==> src/rtl/row_buffer_ctrl.sv <==
// Row-buffer sequencer: streams raster pixels into the interleaved row memory and emits
// one KERNEL_SIZE-tall column per pixel. Define ROWBUF_ZERO_PAD_EN to zero lanes above frame top.
module row_buffer_ctrl #(
    parameter int PIXEL_BITS   = 8,
    parameter int IMAGE_WIDTH  = 256,
    parameter int IMAGE_HEIGHT = 256,
    parameter int KERNEL_SIZE  = 9
) (
    input  logic                                              clk,
    input  logic                                              rst,
    input  logic                                              s_valid,
    output logic                                              s_ready,
    input  logic [PIXEL_BITS-1:0]                             s_pixel,
    output logic                                              mm_we,
    output logic [PIXEL_BITS-1:0]                             mm_write_data,
    output logic [$clog2((KERNEL_SIZE-1)*IMAGE_WIDTH)-1:0]    mm_write_addr,
    output logic                                              mm_re,
    output logic [$clog2(IMAGE_WIDTH)-1:0]                    mm_read_addr,
    input  logic [PIXEL_BITS*(KERNEL_SIZE-1)-1:0]             mm_read_data,
    output logic                                              m_valid,
    input  logic                                              m_ready,
    output logic [PIXEL_BITS*KERNEL_SIZE-1:0]                 m_column,
    output logic [$clog2(IMAGE_WIDTH)-1:0]                    m_col_idx,
    output logic [$clog2(IMAGE_HEIGHT)-1:0]                   m_row_idx,
    output logic                                              m_full
);

    localparam int unsigned RB_COUNT  = KERNEL_SIZE - 1;
    localparam int          WA_BITS   = $clog2(RB_COUNT * IMAGE_WIDTH);
    localparam int          COL_BITS  = $clog2(IMAGE_WIDTH);
    localparam int          ROW_BITS  = $clog2(IMAGE_HEIGHT);
    localparam int          SLOT_BITS = (RB_COUNT > 1) ? $clog2(RB_COUNT) : 1;

    localparam logic [COL_BITS-1:0]  COL_LAST  = COL_BITS'(IMAGE_WIDTH - 1);
    localparam logic [ROW_BITS-1:0]  ROW_LAST  = ROW_BITS'(IMAGE_HEIGHT - 1);
    localparam logic [SLOT_BITS-1:0] SLOT_LAST = SLOT_BITS'(RB_COUNT - 1);

    typedef enum logic {ST_IDLE, ST_RUN} state_t;

    state_t                state;
    state_t                state_next;
    logic                  run;
    logic                  accept;
    logic [COL_BITS-1:0]   col;
    logic [ROW_BITS-1:0]   row;
    logic [SLOT_BITS-1:0]  slot;
    logic [SLOT_BITS-1:0]  slot_q;
    logic [PIXEL_BITS-1:0] pix_q;

    always_ff @(posedge clk or negedge rst) begin
        if (!rst) state <= ST_IDLE;
        else      state <= state_next;
    end

    always_comb begin
        state_next = state;
        unique case (state)
            ST_IDLE: state_next = ST_RUN;
            ST_RUN:  state_next = ST_RUN;
            default: state_next = ST_IDLE;
        endcase
    end

    always_comb begin
        run = (state == ST_RUN);
    end

    // Stalling drops mm_re so the memory's read register, and thus m_column, holds.
    always_comb begin
        s_ready       = run && (!m_valid || m_ready);
        accept        = s_valid && s_ready;
        mm_we         = accept;
        mm_re         = accept;
        mm_write_data = s_pixel;
        mm_read_addr  = col;
        mm_write_addr = WA_BITS'(col) * WA_BITS'(RB_COUNT) + WA_BITS'(slot);
    end

    always_ff @(posedge clk or negedge rst) begin
        if (!rst) begin
            col       <= '0;
            row       <= '0;
            slot      <= '0;
            slot_q    <= '0;
            pix_q     <= '0;
            m_valid   <= 1'b0;
            m_full    <= 1'b0;
            m_col_idx <= '0;
            m_row_idx <= '0;
        end else begin
            if (accept) begin
                m_valid   <= 1'b1;
                pix_q     <= s_pixel;
                slot_q    <= slot;
                m_col_idx <= col;
                m_row_idx <= row;
                m_full    <= (32'(row) >= RB_COUNT);
                if (col == COL_LAST) begin
                    col <= '0;
                    if (row == ROW_LAST) begin
                        row  <= '0;
                        slot <= '0;
                    end else begin
                        row  <= row + 1'b1;
                        slot <= (slot == SLOT_LAST) ? '0 : slot + 1'b1;
                    end
                end else begin
                    col <= col + 1'b1;
                end
            end else if (m_ready) begin
                m_valid <= 1'b0;
            end
        end
    end

    // Slot slot_q holds the oldest row, so lanes rotate from there.
    always_comb begin
        int unsigned src;
        src      = 0;
        m_column = '0;
        for (int unsigned j = 0; j < RB_COUNT; j++) begin
            src = 32'(slot_q) + j;
            if (src >= RB_COUNT) src = src - RB_COUNT;
            m_column[j*PIXEL_BITS +: PIXEL_BITS] = mm_read_data[src*PIXEL_BITS +: PIXEL_BITS];
`ifdef ROWBUF_ZERO_PAD_EN
            if (32'(m_row_idx) < RB_COUNT - j) m_column[j*PIXEL_BITS +: PIXEL_BITS] = '0;
`else
`endif
        end
        m_column[RB_COUNT*PIXEL_BITS +: PIXEL_BITS] = pix_q;
    end

endmodule

==> config.mk <==
export PLATFORM = sky130hd
export DESIGN_NAME = row_buffer_ctrl
export DESIGN_NICKNAME = d
export VERILOG_FILES = /design/src/rtl/row_buffer_ctrl.sv
export SDC_FILE = /design/constraint.sdc
export NUM_CORES = 1
export LEC_CHECK = 0
export BUFFER_PORTS_ARGS = -buffer_cell sky130_fd_sc_hd__buf_2
export CAP_MARGIN = 20
export CORE_MARGIN = 1.5
export CORE_UTILIZATION = 50
export DETAILED_ROUTE_END_ITERATION = 12
export PLACE_DENSITY_LB_ADDON = 0.2
export REMOVE_ABC_BUFFERS = 1
export SYNTH_ARGS = -nofsm -noshare
export SYNTH_HDL_FRONTEND = slang
export SYNTH_SLANG_ARGS = --single-unit
==> constraint.sdc <==
create_clock -name clk -period 4.2 [get_ports clk]
set_input_delay 1.05 -clock clk [delete_from_list [all_inputs] [get_ports clk]]
set_output_delay 1.05 -clock clk [all_outputs]
set_load 0.05 [all_outputs]
==> out/qor_table.md <==
| Stage | Result | Value |
|:---|:---|:---|
| outcome | Result of the run | completed |
| global route | Initial antenna violation count | 0 |
| sta | Transition time at the pin with the least slew margin | 0.919 ns |
| routing | Drt initial violations | 176 |
| worst setup path | CP startpoint kind | register |
| placement | Count of buffers from port buffering | 195 |
| sta | RSZ-0062 raised after global routing | no |
| final layout | Post-layout nets | 757 |
| clocking | Number of post-CTS setup repair buffers | 0 |
| clocking | Clock transition at the registers of the reported paths | 0.09 ns |
| global route | Global-route wire length before repair | 20.3 mm |
| clocking | Max H-tree Level | 2 |
| floorplanning | Area inside the core boundary | 9200 sq um |
| global route | Via count of the first global-routing pass | 4,141 |
| routing | Mean number of vias per cell | 5.68 |
| final layout | Diodes inserted | 0 |
| synth | Share of async-settable or async-resettable flops after synthesis | 100% |
| routing | Drt pass-1 iters | 5 |
| global route | Global-route total usage across every layer | 25.4% |
| sta | Normalized max-slew margin | 38.3% |
| clocking | Number of sinks handled by clock tree synthesis | 49 |
| worst setup path | Worst Path Class, Setup | reg -> out |
| floorplanning | Width of the chip | 100 microns |
| pwr | Power density over cell area | 306 nW/um^2 |
| synth | Dominant synthesized flop cell | sky130_fd_sc_hd__dfrtp_1 |
| synth | Biggest area contributors in the synthesized netlist | sky130_fd_sc_hd__mux4_2 (31%), sky130_fd_sc_hd__dfrtp_1 (26%), sky130_fd_sc_hd__nand2_1 (17%), sky130_fd_sc_hd__buf_4 (3.7%), sky130_fd_sc_hd__ha_1 (2.9%) |
| routing | Detailed-route DRC error count | 0 |
| final layout | Share of layout cells above drive strength 1 | 44.3% |
| sta | Min Clock Period, post-route | 3.74 ns |
| clocking | Number of cells upsized or downsized after cts | 0 |
| global route | Residual overflow from global routing | 0 |
| synth | Top cell type by total area after synthesis | sky130_fd_sc_hd__mux4_2 |
| routing | Number of routed nets with antenna violations | 0 |
| floorplanning | Std cell rows | 35 |
| synth | Top cell types by occurrence after synthesis | sky130_fd_sc_hd__nand2_1 (217), sky130_fd_sc_hd__mux4_2 (64), sky130_fd_sc_hd__dfrtp_1 (49) |
| routing | Via count | 4,444 |
| clocking | Maximum buffer depth of the clock tree | 2 |
| synth | Post-synthesis register bit count | 49 |
| hold path | Path category of the worst min-delay check | reg -> reg |
| floorplanning | Die Span Y | 100 microns |
| floorplanning | Number of top-level pins | 196 |
| routing | Drt total wl | 12.9 mm |
| sta | Max Freq | 267 MHz |
| placement | Weighted congestion reported at the end of routability-driven placement | 0.871 |
| flow run | Number of max-capacitance violations reported | 0 |
| synth | Cell with the most instances after synthesis | sky130_fd_sc_hd__nand2_1 |
| sta | Final critical-path share of the clock period | 89.0% |
| pwr | Worst supply voltage drop on vdd | 0.000297 V |
| synth | Proportion of synthesized chip area in sequential cells | 26.0% |
| floorplanning | Initial core utilization | 51.3% |
| pwr | Reported leakage power | 2.86 nW |
| synth | Cells after Synth | 506 |
| synth | Post-synth EDFFs | 0 |
| sta | Max Transition Viols Final | 0 |
| final layout | Non-Filler Cell Area, Final | 5770 sq um |
| clocking | Clock latency on the worst-skew pair | 0.29 ns |
| clocking | Buffer cell driving the clock tree root | sky130_fd_sc_hd__clkbuf_8 |
| routing | Routed length per placed instance | 16.5 microns |
| final layout | Layout overhead on the synthesized area | 22.4% |
| clocking | Total of hold buffers inserted after clock tree synthesis | 0 |
| placement | Placed wire-length estimate after detailed placement | 9.68 mm |
| sta | Final Hold Violating Endpoints | 0 |
| global route | Pin count of the biggest net entering global routing | 50 |
| synth | Synthesized area per cell | 9.32 sq um |
| worst setup path | Worst Path Required | 3.15 ns |
| floorplanning | Floorplan die area | 10,000 sq um |
| sta | Count of final setup violators | 0 |
| placement | Cell area after placement | 5630 sq um |
| synth | Number of distinct library cells after synthesis | 43 |
| synth | Yosys warnings | 0 |
| clocking | TritonCTS clock tree | built |
| worst setup path | Data arrival at the endpoint of the critical path | 2.69 ns |
| clocking | Total clock buffers created by CTS | 5 |
| worst setup path | Endpoint class of the critical path | output pin |
| worst setup path | Worst-path maximum fanout | 24 |
| synth | Cell area after technology mapping | 4720 sq um |
| synth | Area share of the largest cell type after synthesis | 30.6% |
| sta | Post-Route Skew | 0.00734 ns |
| sta | Worst hold margin | 0.475 ns |
worst max-delay path, stage by stage (launching register included):
cell	delay (ns)
sky130_fd_sc_hd__dfrtp_2	0.53
sky130_fd_sc_hd__inv_1	0.14
sky130_fd_sc_hd__ha_1	0.57
sky130_fd_sc_hd__buf_12	0.25
sky130_fd_sc_hd__mux4_2	0.54
sky130_fd_sc_hd__nand2_1	0.08
sky130_fd_sc_hd__nand2_1	0.06
sky130_fd_sc_hd__buf_2	0.21
cell type report:
type	instances	area, sq um
flip-flops and latches	49	1230
well taps	111	139
clock buffers	7	86.3
repair buffers	208	1100
clock inverters	1	30.0
multi-input cells	399	3160
inverters	7	26.3
fillers	811	3430
final timing paths:
path	endpoint	cells past startpoint	slack (ns)	start
setup / recovery	m_column[10]	7	0.46	slot_q[1]
hold / removal	pix_q[2]	2	0.48	pix_q[2]
setup reg to reg	row[1]	5	2.16	mm_read_addr[0]
hold reg to reg	pix_q[2]	2	0.48	pix_q[2]
max in group asynchronous	slot_q[0]	2	3.04	rst
min in group asynchronous	m_row_idx[2]	1	0.65	rst
cell families after synthesis:
logic type | synth area share, %
other cells | 0.0795
flops | 26.0
fa+ha+maj | 2.92
buf+inv | 7.00
xor+xnor | 2.41
mux | 34.9
simple gates | 23.3
compound gates | 3.34
per-stage QoR:
| step | instances | setup slack, ns | total power [mW] | util, % | TNS, ns |
|---|---|---|---|---|---|
| floorplan | 455 | -1.42 | 1.18 | - | -51.22 |
| global placement | 773 | 0.806 | 1.42 | 61.3 | 0 |
| detailed placement | 773 | 0.764 | 1.43 | 61.3 | 0 |
| CTS | 781 | 0.429 | 1.77 | 62.5 | 0 |
| global route | 782 | 0.286 | 1.85 | 62.7 | 0 |
| finish | 782 | 0.461 | 1.76 | 62.7 | 0 |
flip-flops by register name, indices dropped and copies added (netlist names):
register      flops
run               1
mm_read_addr      8
slot_q            3
m_row_idx         8
m_full            1
row               8
m_valid           1
pix_q             8
m_col_idx         8
slot              3
per-layer routing:
metal | routed length, microns | global-route usage [%] | share of wire, %
met1 | 5220 | 35.2 | 41
met5 | 0 | 0 | 0
met4 | 199 | 6.72 | 1.5
met3 | 856 | 3.13 | 6.7
met2 | 6590 | 42.8 | 51
power breakdown:
| part | leakage, nW | switching [mW] | internal, mW |
|---|---|---|---|
| clock network | 0.0585 | 0.148 | 0.194 |
| logic | 2.16 | 0.614 | 0.212 |
| registers | 0.639 | 0.0652 | 0.530 |
| total | 2.86 | 0.827 | 0.936 |
cell usage in the layout, fill, tap and decap left out, types with 3 or more instances in the layout:
cell type	n
sky130_fd_sc_hd__nand2_1	217
sky130_fd_sc_hd__buf_2	195
sky130_fd_sc_hd__mux4_2	64
sky130_fd_sc_hd__dfrtp_1	47
sky130_fd_sc_hd__nor2_1	17
sky130_fd_sc_hd__mux2_2	11
sky130_fd_sc_hd__ha_1	11
sky130_fd_sc_hd__buf_4	11
sky130_fd_sc_hd__a21oi_1	9
sky130_fd_sc_hd__o21ai_0	9
sky130_fd_sc_hd__mux2i_1	8
sky130_fd_sc_hd__xnor2_1	7
sky130_fd_sc_hd__nand3_1	7
sky130_fd_sc_hd__xor2_1	6
sky130_fd_sc_hd__clkbuf_8	6
sky130_fd_sc_hd__inv_1	5
sky130_fd_sc_hd__nor3_1	4
sky130_fd_sc_hd__nand4_1	3
(Power assumes the default switching activity.)
